File: config.mk
export PLATFORM = sky130hd
export DESIGN_NAME = lpc_decode_control
export DESIGN_NICKNAME = d
export VERILOG_FILES = /design/src/rtl/lpc_pkg.sv /design/src/rtl/lpc_decode_control.sv
export SDC_FILE = /design/constraint.sdc
export NUM_CORES = 1
export LEC_CHECK = 0
export ABC_CLOCK_PERIOD_IN_PS = 3100
export BUFFER_PORTS_ARGS = -buffer_cell sky130_fd_sc_hd__clkbuf_2
export CORE_ASPECT_RATIO = 1.4
export CORE_MARGIN = 2
export CORE_UTILIZATION = 50
export CTS_CLUSTER_DIAMETER = 50
export CTS_CLUSTER_SIZE = 40
export DETAILED_ROUTE_END_ITERATION = 7
export PLACE_DENSITY = 0.74
export SETUP_SLACK_MARGIN = 0.05
export SKIP_CTS_REPAIR_TIMING = 1
export SYNTH_ARGS = -nofsm -noshare
export SYNTH_HDL_FRONTEND = slang
export SYNTH_SLANG_ARGS = --single-unit
File: constraint.sdc
create_clock -name clk -period 3.1 [get_ports clk]
set_input_delay 0.62 -clock clk [delete_from_list [all_inputs] [get_ports clk]]
set_output_delay 0.62 -clock clk [all_outputs]
set_load 0.05 [all_outputs]
File: src/rtl/lpc_pkg.sv
// Shared LPC codec definitions: default frame geometry and control FSM state encoding.
// Used by both the decoder control and the encoder control.
package lpc_pkg;

    localparam int unsigned LPC_ORDER      = 10;
    localparam int unsigned LPC_MAX_FRAMES = 16;

    typedef enum logic [2:0] {
        ST_IDLE     = 3'd0,
        ST_LOAD     = 3'd1,
        ST_START_SF = 3'd2,
        ST_RUN      = 3'd3,
        ST_NEXT     = 3'd4,
        ST_DONE     = 3'd5
    } lpc_state_e;

endpackage

File: src/rtl/lpc_decode_control.sv
// LPC decoder sequencer: per frame, streams ORDER coefficients into the synthesis
// filter register file, kicks the filter, waits for completion, then advances.
module lpc_decode_control
    import lpc_pkg::*;
#(
    parameter int unsigned ORDER      = LPC_ORDER,
    parameter int unsigned MAX_FRAMES = LPC_MAX_FRAMES
) (
    input  logic                                clk,
    input  logic                                reset,
    input  logic                                start,
    input  logic [$clog2(MAX_FRAMES):0]         frames,
    input  logic                                ready_sfilter,
    output logic [$clog2(ORDER*MAX_FRAMES)-1:0] coef_raddr,
    output logic                                coef_load,
    output logic [4:0]                          coef_waddr,
    output logic                                reset_sfilter,
    output logic                                mem_sel,
    output logic [$clog2(MAX_FRAMES)-1:0]       frame_idx,
    output logic                                busy,
    output logic                                done
);

    localparam int unsigned FW  = $clog2(MAX_FRAMES);
    localparam int unsigned FRW = FW + 1;
    localparam int unsigned AW  = $clog2(ORDER * MAX_FRAMES);
    localparam int unsigned KW  = $clog2(ORDER + 1);

    lpc_state_e      state, state_n;
    logic [KW-1:0]   k, k_n;
    logic [FW-1:0]   frame_idx_n;
    logic [FRW-1:0]  nframes, nframes_n;
    logic [AW-1:0]   base, base_n;
    logic            last_frame;

    logic [AW-1:0]   coef_raddr_n;
    logic            coef_load_n;
    logic [4:0]      coef_waddr_n;
    logic            reset_sfilter_n;
    logic            mem_sel_n;
    logic            busy_n;
    logic            done_n;

    assign last_frame = ({1'b0, frame_idx} == nframes - FRW'(1));

    // Next-state logic; base tracks frame_idx*ORDER so no multiplier is needed.
    always_comb begin
        state_n     = state;
        k_n         = k;
        frame_idx_n = frame_idx;
        nframes_n   = nframes;
        base_n      = base;

        unique case (state)
            ST_IDLE: begin
                if (start) begin
                    state_n     = ST_LOAD;
                    k_n         = '0;
                    frame_idx_n = '0;
                    base_n      = '0;
                    if (frames == '0)
                        nframes_n = FRW'(1);
                    else if (frames > FRW'(MAX_FRAMES))
                        nframes_n = FRW'(MAX_FRAMES);
                    else
                        nframes_n = frames;
                end
            end
            ST_LOAD: begin
                if (k == KW'(ORDER))
                    state_n = ST_START_SF;
                else
                    k_n = k + KW'(1);
            end
            ST_START_SF: state_n = ST_RUN;
            ST_RUN: begin
                if (ready_sfilter)
                    state_n = last_frame ? ST_DONE : ST_NEXT;
            end
            ST_NEXT: begin
                state_n     = ST_LOAD;
                k_n         = '0;
                frame_idx_n = frame_idx + FW'(1);
                base_n      = base + AW'(ORDER);
            end
            ST_DONE: state_n = ST_IDLE;
            default: state_n = ST_IDLE;
        endcase
    end

    // Output values for the coming cycle, decoded from next state only.
    always_comb begin
        coef_raddr_n    = '0;
        coef_load_n     = 1'b0;
        coef_waddr_n    = '0;
        reset_sfilter_n = (state_n == ST_START_SF);
        mem_sel_n       = (state_n == ST_START_SF) || (state_n == ST_RUN) || (state_n == ST_NEXT);
        busy_n          = (state_n != ST_IDLE);
        done_n          = (state_n == ST_DONE);
        if (state_n == ST_LOAD) begin
            if (k_n < KW'(ORDER))
                coef_raddr_n = base_n + AW'(k_n);
            // Write lags read by one cycle to cover the memory read latency.
            if (k_n != '0) begin
                coef_load_n  = 1'b1;
                coef_waddr_n = 5'(k_n - KW'(1));
            end
        end
    end

    always_ff @(posedge clk) begin
        if (reset) begin
            state         <= ST_IDLE;
            k             <= '0;
            frame_idx     <= '0;
            nframes       <= '0;
            base          <= '0;
            coef_raddr    <= '0;
            coef_load     <= 1'b0;
            coef_waddr    <= '0;
            reset_sfilter <= 1'b0;
            mem_sel       <= 1'b0;
            busy          <= 1'b0;
            done          <= 1'b0;
        end else begin
            state         <= state_n;
            k             <= k_n;
            frame_idx     <= frame_idx_n;
            nframes       <= nframes_n;
            base          <= base_n;
            coef_raddr    <= coef_raddr_n;
            coef_load     <= coef_load_n;
            coef_waddr    <= coef_waddr_n;
            reset_sfilter <= reset_sfilter_n;
            mem_sel       <= mem_sel_n;
            busy          <= busy_n;
            done          <= done_n;
        end
    end

endmodule

==> out/results.ini <==
[yosys]
yosys_warnings=0
synth_enable_flop_cells=0
yosys.area_share.adder_pct=7.052
synth_seq_cells=42
yosys.area_share.simple_pct=23.71
syn_nets=256
synth_compound_area_share_pct=17.87
ys_async_sr_fraction_pct=0
synth_area_leaders=dfxtp_1, ha_1, nor2_1
yosysSeqAreaShare_pct=40.85
yosysMostFrequentCell=dfxtp_1
yosys.area.top_type=dfxtp_1
syn-cell-area_um2=2058
synthTopCellsByCount=dfxtp_1, nor2_1, a21oi_1, nand2_1, nor3_1
synth_xor_xnor_area_share_pct=5.106
syn_inst=236
synth_cell_types=55
synth_top_family_by_area=simple AND/OR/NAND/NOR gates
synth_mux_area_share_pct=1.094
avgSynthCellArea_um2=8.721
synth_top_area_share_pct=40.85
synth_ff_type=dfxtp_1

[setup_path]
slowest_stage=fa_1
critPathBufInv=2
crit_type=flop to flop
end_kind=flop
crit_arrival_ns=3.06
slowest_delay_ns=0.41
path_cells=inv_1, ha_1, nand2_1, o311ai_0, a21oi_1, inv_1, ha_1, fa_1, a21o_1, a21o_1, a311o_1, a211oi_2
crit_family=compound AO/OA/AOI/OAI gates
cp_max_fo=5
worstPathRequired_ns=3.32
critPathLaunchType=flop

[finish]
num_antenna_cells=0
design_area_um2=2391
layout.nets=291
area_growth_pct=16.17
drive_gt1_share_pct=21.69

[sta]
max_freq_mhz=351.5
tns_ns=0
rsz0062_at_grt=false
max_slew_margin_pct=35.83
period_share_pct=91.77
finalHoldViolCount=0
holdWs_ns=0.5197
finalSetupViolations=0
finalClockSkew_ns=0.006856
drv_slew=0
setup_ws_ns=0.2552
fin_crit_ns=2.845
worst_pin_slew_ns=0.9561

[run_status]
status=completed

[route]
wl_met3_um=109
wl_met2_um=1983
firstDrtPassIters=4
vias_per_cell=5.543
wl_met1_um=1752
initialDrtViolationCount=41
ant_nets=0
avgRoutedWirePerCell_um=12.51
drc=0
vias=1746
highest_layer=met4
drt_wl_total_um=3940

[floorplanning]
core_um2=3953
io_pins=31
rows=27
fp.dieW_um=58.23
die_h_um=79.92
die_area_um2=4653
start_util_pct=52.07

[hold_path]
min_path_type=flop to flop

[cts]
cts-root-buf=clkbuf_8
cts.sinks=42
clk_path_buf_depth=2
cts_tree=built
cts-buffers-inserted=5
clkTransAtPathRegs_ns=0.08
htreeDepth=2
clkLatencyLatePin_ns=0.30

[place]
place_ws_ns=0.1053
port_buffers=30
place_congestion=0.7799
place_hpwl_um=2867
dpl_cell_area_um2=2278

[power_and_ir_drop]
peakVddDrop_v=0.0004961
leakagePower_nw=1.017
p_per_area_nw_per_um2=459.7

[global_route]
grt_max_degree=29
track_usage_pct=18.55
grt_pass1_vias=1593
grt_pass1_wl_um=6672
grt-ovfl-total=0
antenna_found_initial=0

[run]
maxCapViolations=0

-- worst min-delay path, stage by stage (launching register included) --
cell	delay, ns
dfxtp_1	0.33
nand2_1	0.07
a21oi_1	0.07
-- worst paths after layout --
kind,from,to,slack (ns),depth (start not counted)
setup / recovery,k[0],coef_raddr[6],0.26,12
hold / removal,nframes[4],nframes[4],0.52,2
setup reg to reg,k[0],coef_raddr[6],0.26,12
hold reg to reg,nframes[4],nframes[4],0.52,2
-- flip-flops by register name (all words and copies together), names as in the netlist --
name,cells
reset_sfilter,1
base,8
nframes,5
coef_load,1
done,1
mem_sel,1
state,3
busy,1
coef_raddr,8
coef_waddr,5
frame_idx,4
k,4
-- final cells by class --
cell class	count	area [µm²]
clock buffers	6	72.57
inverters	11	41.29
multi-input cells	173	1132
repair buffers	38	210.2
fillers	350	1562
clock inverters	2	37.54
flip-flops and latches	42	843.3
well taps	43	53.80
-- through the flow --
stage / instances / total power [mW] / utilization [%]
2_1_floorplan: 236 / 0.6571 / -
3_3_place_gp: 307 / 0.6852 / 57.64
3_5_place_dp: 307 / 0.6869 / 57.64
4_1_cts: 315 / 1.109 / 60.43
5_1_grt: 315 / 1.139 / 60.49
6_report: 315 / 1.099 / 60.49
-- layout by cell type (no fill, tap or decap), types with 3 or more instances in the layout --
| master | synthesis | layout |
|---|---|---|
| a21o_1 | 3 | 3 |
| a21oi_1 | 19 | 19 |
| buf_4 | 1 | 8 |
| clkbuf_2 | 1 | 30 |
| clkbuf_8 | 0 | 5 |
| dfxtp_1 | 42 | 40 |
| ha_1 | 10 | 10 |
| inv_1 | 11 | 11 |
| nand2_1 | 15 | 15 |
| nand3_1 | 4 | 4 |
| nand4_1 | 3 | 3 |
| nand4b_1 | 3 | 3 |
| nor2_1 | 28 | 28 |
| nor2b_1 | 4 | 4 |
| nor3_1 | 14 | 14 |
| nor3b_1 | 6 | 6 |
| o21ai_0 | 5 | 5 |
| or2_2 | 3 | 3 |
| or3_1 | 3 | 3 |
| xnor2_1 | 10 | 10 |
-- logic make-up (layout without fill, tap and decap cells) --
kind of cell,after synthesis,count (layout)
XOR/XNOR,12,12
other,1,1
adder cells (fa/ha/maj),11,11
AO/OA/AOI/OAI,53,53
multiplexers,2,2
flip-flops,42,42
buffers and inverters,21,57
AND/OR/NAND/NOR,94,94
-- where the power goes --
part           total, mW  switching, mW  internal [mW]
logic              0.114         0.0738         0.0406
registers          0.560        0.00922          0.551
clock network      0.424          0.184          0.240
total               1.10          0.267          0.832
-- metal layers --
| metal | vias to the layer above | global-route usage (%) |
|---|---|---|
| li1 | 904 | - |
| met1 | 808 | 20.65 |
| met2 | 24 | 32.95 |
| met3 | 10 | 3.566 |
| met4 | 0 | 9.070 |
| met5 | - | 0 |
(Power assumes the default switching activity.)
